**src/rtl/bp_pkg.sv**
```systemverilog
// Shared defaults and saturating-counter helpers for the gshare fetch predictor.
package bp_pkg;

  localparam int unsigned PC_W_DEF      = 32;
  localparam int unsigned BTB_IDX_W_DEF = 4;
  localparam int unsigned PHT_IDX_W_DEF = 6;
  localparam int unsigned GHR_W_DEF     = 4;
  localparam int unsigned CTR_W_DEF     = 2;

  // Weakly not-taken: the largest value whose MSB is still clear.
  function automatic int unsigned ctr_init(input int unsigned w);
    return (1 << (w - 1)) - 1;
  endfunction

  function automatic int unsigned ctr_max(input int unsigned w);
    return (1 << w) - 1;
  endfunction

endpackage

```
**src/rtl/bp_btb.sv**
```systemverilog
// Tagged direct-mapped branch target buffer: synchronous clear of valid bits,
// combinational read port, one write port.
module bp_btb
  import bp_pkg::*;
#(
  parameter int unsigned PC_W  = PC_W_DEF,
  parameter int unsigned IDX_W = BTB_IDX_W_DEF
) (
  input  logic            clk,
  input  logic            reset,
  input  logic [PC_W-1:0] rd_pc,
  output logic            rd_hit,
  output logic [PC_W-1:0] rd_target,
  input  logic            wr_en,
  input  logic [PC_W-1:0] wr_pc,
  input  logic [PC_W-1:0] wr_target
);

  localparam int unsigned ENTRIES = 1 << IDX_W;
  localparam int unsigned TAG_W   = PC_W - IDX_W;

  logic [ENTRIES-1:0] valid_q, valid_d;
  logic [TAG_W-1:0]   tag_q    [ENTRIES];
  logic [TAG_W-1:0]   tag_d    [ENTRIES];
  logic [PC_W-1:0]    target_q [ENTRIES];
  logic [PC_W-1:0]    target_d [ENTRIES];

  logic [IDX_W-1:0] rd_idx, wr_idx;

  assign rd_idx    = rd_pc[IDX_W-1:0];
  assign wr_idx    = wr_pc[IDX_W-1:0];
  assign rd_hit    = valid_q[rd_idx] && (tag_q[rd_idx] == rd_pc[PC_W-1:IDX_W]);
  assign rd_target = target_q[rd_idx];

  // NOTE: every always_comb output is defaulted first, so no path can infer a latch.
  always_comb begin
    valid_d  = valid_q;
    tag_d    = tag_q;
    target_d = target_q;
    if (wr_en) begin
      valid_d[wr_idx]  = 1'b1;
      tag_d[wr_idx]    = wr_pc[PC_W-1:IDX_W];
      target_d[wr_idx] = wr_target;
    end
  end

  // NOTE: sequential state uses non-blocking assignment; only the valid bits are reset,
  // tag/target contents are meaningless until their valid bit is set.
  always_ff @(posedge clk) begin
    if (!reset) valid_q <= '0;
    else        valid_q <= valid_d;
  end

  always_ff @(posedge clk) begin
    tag_q    <= tag_d;
    target_q <= target_d;
  end

endmodule

```
**src/rtl/gshare_fetch_predictor.sv**
```systemverilog
// Fetch-stage predictor: BTB + gshare PHT of saturating counters + speculative GHR
// with repair on mispredict. Lookup is combinational; training lands at the next edge.
module gshare_fetch_predictor
  import bp_pkg::*;
#(
  parameter int unsigned PC_W      = PC_W_DEF,
  parameter int unsigned BTB_IDX_W = BTB_IDX_W_DEF,
  parameter int unsigned PHT_IDX_W = PHT_IDX_W_DEF,
  parameter int unsigned GHR_W     = GHR_W_DEF,
  parameter int unsigned CTR_W     = CTR_W_DEF
) (
  input  logic             clk,
  input  logic             reset,
  input  logic             f_valid,
  input  logic             f_stall,
  input  logic [PC_W-1:0]  f_pc,
  output logic             pred_hit,
  output logic             pred_taken,
  output logic [PC_W-1:0]  pred_target,
  output logic [GHR_W-1:0] pred_ghr,
  input  logic             u_valid,
  input  logic [PC_W-1:0]  u_pc,
  input  logic [GHR_W-1:0] u_ghr,
  input  logic             u_taken,
  input  logic [PC_W-1:0]  u_target,
  input  logic             u_mispredict
);

  localparam int unsigned      PHT_N    = 1 << PHT_IDX_W;
  localparam logic [CTR_W-1:0] CTR_INIT = CTR_W'(ctr_init(CTR_W));
  localparam logic [CTR_W-1:0] CTR_MAX  = CTR_W'(ctr_max(CTR_W));

  if (GHR_W > PHT_IDX_W) begin : g_bad_ghr_w
    $error("gshare_fetch_predictor: GHR_W must not exceed PHT_IDX_W");
  end

  logic [CTR_W-1:0]     pht_q [PHT_N];
  logic [CTR_W-1:0]     pht_d [PHT_N];
  logic [GHR_W-1:0]     ghr_q, ghr_d;
  logic [PHT_IDX_W-1:0] f_idx, u_idx;
  logic [CTR_W-1:0]     f_ctr, u_ctr;
  logic                 btb_hit;
  logic [PC_W-1:0]      btb_target;

  bp_btb #(
    .PC_W  (PC_W),
    .IDX_W (BTB_IDX_W)
  ) u_btb (
    .clk       (clk),
    .reset     (reset),
    .rd_pc     (f_pc),
    .rd_hit    (btb_hit),
    .rd_target (btb_target),
    .wr_en     (u_valid & u_taken),
    .wr_pc     (u_pc),
    .wr_target (u_target)
  );

  assign f_idx       = f_pc[PHT_IDX_W-1:0] ^ PHT_IDX_W'(ghr_q);
  assign u_idx       = u_pc[PHT_IDX_W-1:0] ^ PHT_IDX_W'(u_ghr);
  assign f_ctr       = pht_q[f_idx];
  assign u_ctr       = pht_q[u_idx];
  assign pred_hit    = btb_hit;
  assign pred_taken  = btb_hit & f_ctr[CTR_W-1];
  assign pred_target = btb_hit ? btb_target : '0;
  assign pred_ghr    = ghr_q;

  always_comb begin
    pht_d = pht_q;
    if (u_valid) begin
      if (u_taken && (u_ctr != CTR_MAX))          pht_d[u_idx] = u_ctr + 1'b1;
      else if (!u_taken && (u_ctr != '0))         pht_d[u_idx] = u_ctr - 1'b1;
    end
  end

  // Repair outranks the speculative shift; shift-and-or also covers GHR_W == 1.
  always_comb begin
    ghr_d = ghr_q;
    if (u_valid && u_mispredict)             ghr_d = (u_ghr << 1) | GHR_W'(u_taken);
    else if (f_valid && !f_stall && btb_hit) ghr_d = (ghr_q << 1) | GHR_W'(pred_taken);
  end

  always_ff @(posedge clk) begin
    if (!reset) begin
      ghr_q <= '0;
      for (int i = 0; i < PHT_N; i++) pht_q[i] <= CTR_INIT;
    end else begin
      ghr_q <= ghr_d;
      pht_q <= pht_d;
    end
  end

endmodule

```
**config.mk**
```make
export PLATFORM = sky130hd
export DESIGN_NAME = gshare_fetch_predictor
export DESIGN_NICKNAME = d
export VERILOG_FILES = /design/src/rtl/bp_pkg.sv /design/src/rtl/bp_btb.sv /design/src/rtl/gshare_fetch_predictor.sv
export SDC_FILE = /design/constraint.sdc
export NUM_CORES = 1
export LEC_CHECK = 0
export ABC_AREA = 1
export CAP_MARGIN = 10
export CORE_ASPECT_RATIO = 0.6
export CORE_MARGIN = 2
export CORE_UTILIZATION = 30
export DETAILED_ROUTE_END_ITERATION = 10
export PLACE_DENSITY = 0.48
export SYNTH_ARGS = -nofsm -noshare
export SYNTH_HDL_FRONTEND = slang
export SYNTH_SLANG_ARGS = --single-unit
```
**constraint.sdc**
```tcl
create_clock -name clk -period 8.3 [get_ports clk]
set_clock_uncertainty 0.05 [all_clocks]
set_input_delay 1.245 -clock clk [delete_from_list [all_inputs] [get_ports clk]]
set_output_delay 1.245 -clock clk [all_outputs]
set_load 0.01 [all_outputs]
```
==> results of run 1 <==
## metal layers
metal  vias to the layer above  global-route usage
li1                      15163                   -
met2                       959              0.2755
met5                         -                   0
met4                        10             0.04741
met3                       185             0.03102
met1                     16070              0.2759
## power groups by stage
stage	registers, mW	clock network (mW)	logic [mW]
6_report	6.13	4.86	0.918
5_1_grt	6.13	5.19	1.00
4_1_cts	6.13	4.99	0.919
3_5_place_dp	6.25	0	0.916
3_3_place_gp	6.25	0	0.918
2_1_floorplan	6.25	0	0.509
## stage by stage
stage	setup WS (ns)	power (mW)	instance area, µm²	hold WS, ns	std cells
after floorplan	3.682	6.755	46480	0.3827	4280
after detailed placement	1.106	7.164	50100	0.3998	6270
after global routing	0.9093	12.32	53530	0.4303	6472
after CTS	1.097	12.04	53500	0.4160	6468
final	1.118	11.91	53530	0.4135	6474
after global placement	1.181	7.165	50100	0.3971	6270
## critical path: cells and delay by family
family,cells,cell delay (ns)
AND/OR/NAND/NOR,10,2.57
buffers and inverters,3,1.87
## cell families (layout without fill, tap and decap cells)
logic type | after synthesis | count (layout) | share of synthesized area
AO/OA/AOI/OAI | 775 | 775 | 0.1007
XOR/XNOR | 6 | 6 | 0.001454
adder cells (fa/ha/maj) | 2 | 2 | 0.0005383
buffers and inverters | 568 | 723 | 0.05064
flip-flops | 1108 | 1108 | 0.6840
multiplexers | 1 | 1 | 0.0002154
other | 0 | 5 | 0
AND/OR/NAND/NOR | 1820 | 1820 | 0.1625
## layout make-up
| cell class | instances | area (µm²) |
|---|---|---|
| multi-input combinational | 2604 | 12480 |
| clock buffer | 142 | 2943 |
| antenna | 5 | 12.51 |
| timing repair buffer | 215 | 2115 |
| fill | 15187 | 99660 |
| sequential | 1108 | 31790 |
| clock inverter | 56 | 461.7 |
| inverter | 310 | 1187 |
| tap | 2034 | 2545 |
## flip-flops by register name (all words and copies together) (netlist names), named ones only
signal          flops
pht_q              64
pred_ghr            4
u_btb.tag_q       448
u_btb.target_q    512
u_btb.valid_q      16
## how the worst min path moves through the flow
stage,from,endpoint,cells past startpoint
floorplan,register,register,2
global placement,u_btb.valid_q[4]$_SDFFE_PN0P_,u_btb.valid_q[4]$_SDFFE_PN0P_,1
detailed placement,register,register,2
CTS,register,register,2
global route,u_btb.valid_q[12]$_SDFFE_PN0P_,u_btb.valid_q[12]$_SDFFE_PN0P_,1
finish,register,register,2
## cell usage in the layout (no fill, tap or decap), types with 5 or more instances in the layout
master           Yosys  layout
a21oi_1            351     351
a221oi_1           110     110
a311oi_1            18      18
buf_12               0      11
buf_4               10      61
bufinv_16            0       5
clkbuf_1           126      25
clkbuf_16            0     110
clkbuf_8             0       8
clkdlybuf4s50_1      0     139
clkinv_1             1      24
clkinv_2             0      15
dfxtp_1            148     148
diode_2              0       5
edfxtp_1           960     960
inv_1              303     301
nand2_1           1081    1080
nand3_1            302     302
nand3b_1             5       5
nor2_1             320     304
nor2_4               0      16
nor3_1              62      62
nor3_2              30      30
o2111ai_1            5       5
o211ai_1            65      65
o21a_1              14      14
o21ai_0            148     148
o21ai_1              6       6
o22ai_1             45      45
or2_2                8       8
==> flow_metrics.env, run 1 <==
export IMPL_cts_max_level=3
export IMPL_critPathCaptureType="output pin"
export IMPL_synth_nets=4389
export IMPL_synth_area_leaders="edfxtp_1 (62%), nand2_1 (8.7%), dfxtp_1 (6.4%)"
export IMPL_max_cap_violations=0
export IMPL_drv_slew=0
export IMPL_die_x_um=512.1
export IMPL_reg2reg_depth=17
export IMPL_wirelength_um=149200
export IMPL_post_drt_via_cell_ratio=5.003
export IMPL_routedWlPerCell_um=23.04
export IMPL_crit_path_start_kind="input port"
export IMPL_max_stage_delay_ns=0.71
export IMPL_path_max_fanout=33
export IMPL_outcome="finished clean"
export IMPL_power_leakage_nw=18.40
export IMPL_grt_pass1_wl_um=215700
export IMPL_internal_power_mw=9.007
export IMPL_dieHeight_um=308.9
export IMPL_dr_wl_met2_um=65110
export IMPL_cts_resized_gates=0
export IMPL_wl_met1_um=72010
export IMPL_finalSetupViolCount=0
export IMPL_grt_pass1_vias=30018
export IMPL_combPwrFrac=0.077
export IMPL_antenna_found_initial=9
export IMPL_num_vias=32387
export IMPL_start_util=0.3034
export IMPL_ant_nets=0
export IMPL_yosysTopAreaCell="edfxtp_1"
export IMPL_r2r_end="pht_q[111]$_SDFFE_PN0P_"
export IMPL_worstMarginPinSlew_ns=1.072
export IMPL_ios=145
export IMPL_firstDrtPassIters=5
export IMPL_synthTopCellsByCount="nand2_1 (1,081), edfxtp_1 (960), a21oi_1 (351)"
export IMPL_dp_hpwl_um=79540
export IMPL_yosysMostFrequentCell="nand2_1"
export IMPL_critPathLaunch="f_pc[3]"
export IMPL_cts_tree="done"
export IMPL_syn_avg_cell_area_um2=10.86
export IMPL_cp_slowest_cell="buf_4"
export IMPL_hp_class="register to register"
export IMPL_required_ns=7.01
export IMPL_p_clk_frac=0.408
export IMPL_portBuffers=144
export IMPL_synthCells=4280
export IMPL_cts_buffers=108
export IMPL_grt_max_degree=174
export IMPL_period_minus_slack_ns=7.182
export IMPL_cts_hold_buf=0
export IMPL_ys_flop_type="edfxtp_1"
export IMPL_clock_fmax_ghz=0.1392
export IMPL_fin_crit_sh=0.8653
export IMPL_endpoint="pred_target[1]"
export IMPL_cts_root_buffer="clkbuf_16"
export IMPL_place_congestion=0.8099
export IMPL_drc=0
export IMPL_synth_warnings=0
export IMPL_critical_path_most_common_cell="nand2_1"
export IMPL_seq_area_frac_synth=0.6840
export IMPL_max_slew_margin_rel=0.2854
export IMPL_cts_buffer_depth=3
export IMPL_nets=4456
export IMPL_power_density_mw_per_mm2=222.4
export IMPL_clk_pin_slew_worst_paths_ns=0.06
export IMPL_crit_chain="buf_4 > buf_4 > nand3_1 > nand2_1 > nand2_1 > nand2_1 > nand2_1 > nor2_1 > nand2_1 > nor2_1 > nand2_4 > nor3_1 > clkdlybuf4s50_1"
export IMPL_post_route_util=0.3495
export IMPL_drt_initial_drc_count=3402
export IMPL_num_rows=111
export IMPL_synth_distinct_cells=42
export IMPL_drive_above_1_share=0.06697
export IMPL_path_class="input port to output pin"
export IMPL_dr_wl_met3_um=8763
export IMPL_p_switching_mw=2.901
export IMPL_irDropWorstVdd_v=0.0001687
export IMPL_dr_max_layer_used="met5"
export IMPL_coreArea_mm2=0.1532
export IMPL_synth_top_area_frac=0.6203
export IMPL_fin_setup_tns_ns=0
export IMPL_dieArea_mm2=0.1582
export IMPL_clock_sinks=1108
export IMPL_syn_to_final_growth_pct=15.18
export IMPL_insertion_delay_ns=0.75
export IMPL_ys_ff_latch=1108
export IMPL_synth_edf_count=960
export IMPL_netlist_area_mm2=0.04648
export IMPL_p_sw_frac=0.2436
export IMPL_grt_usage=0.1845
export IMPL_arrival_ns=5.89
export IMPL_ys_async_sr_fraction=0
export IMPL_grt_overflow=0
export IMPL_hold_viol_final=0
export IMPL_power_frac_seq=0.515
export IMPL_post_cts_buffers=0
export IMPL_reg2reg_slack_ns=4.81
export IMPL_rsz0062_at_grt="no"
Note: power is estimated with default switching activity, not from simulation.
==> run 2: changes to the inputs <==
- SKIP_CTS_REPAIR_TIMING: not set -> 1
==> results of run 2 <==
Final layout, timing and power as in run 1 (identical DEF).
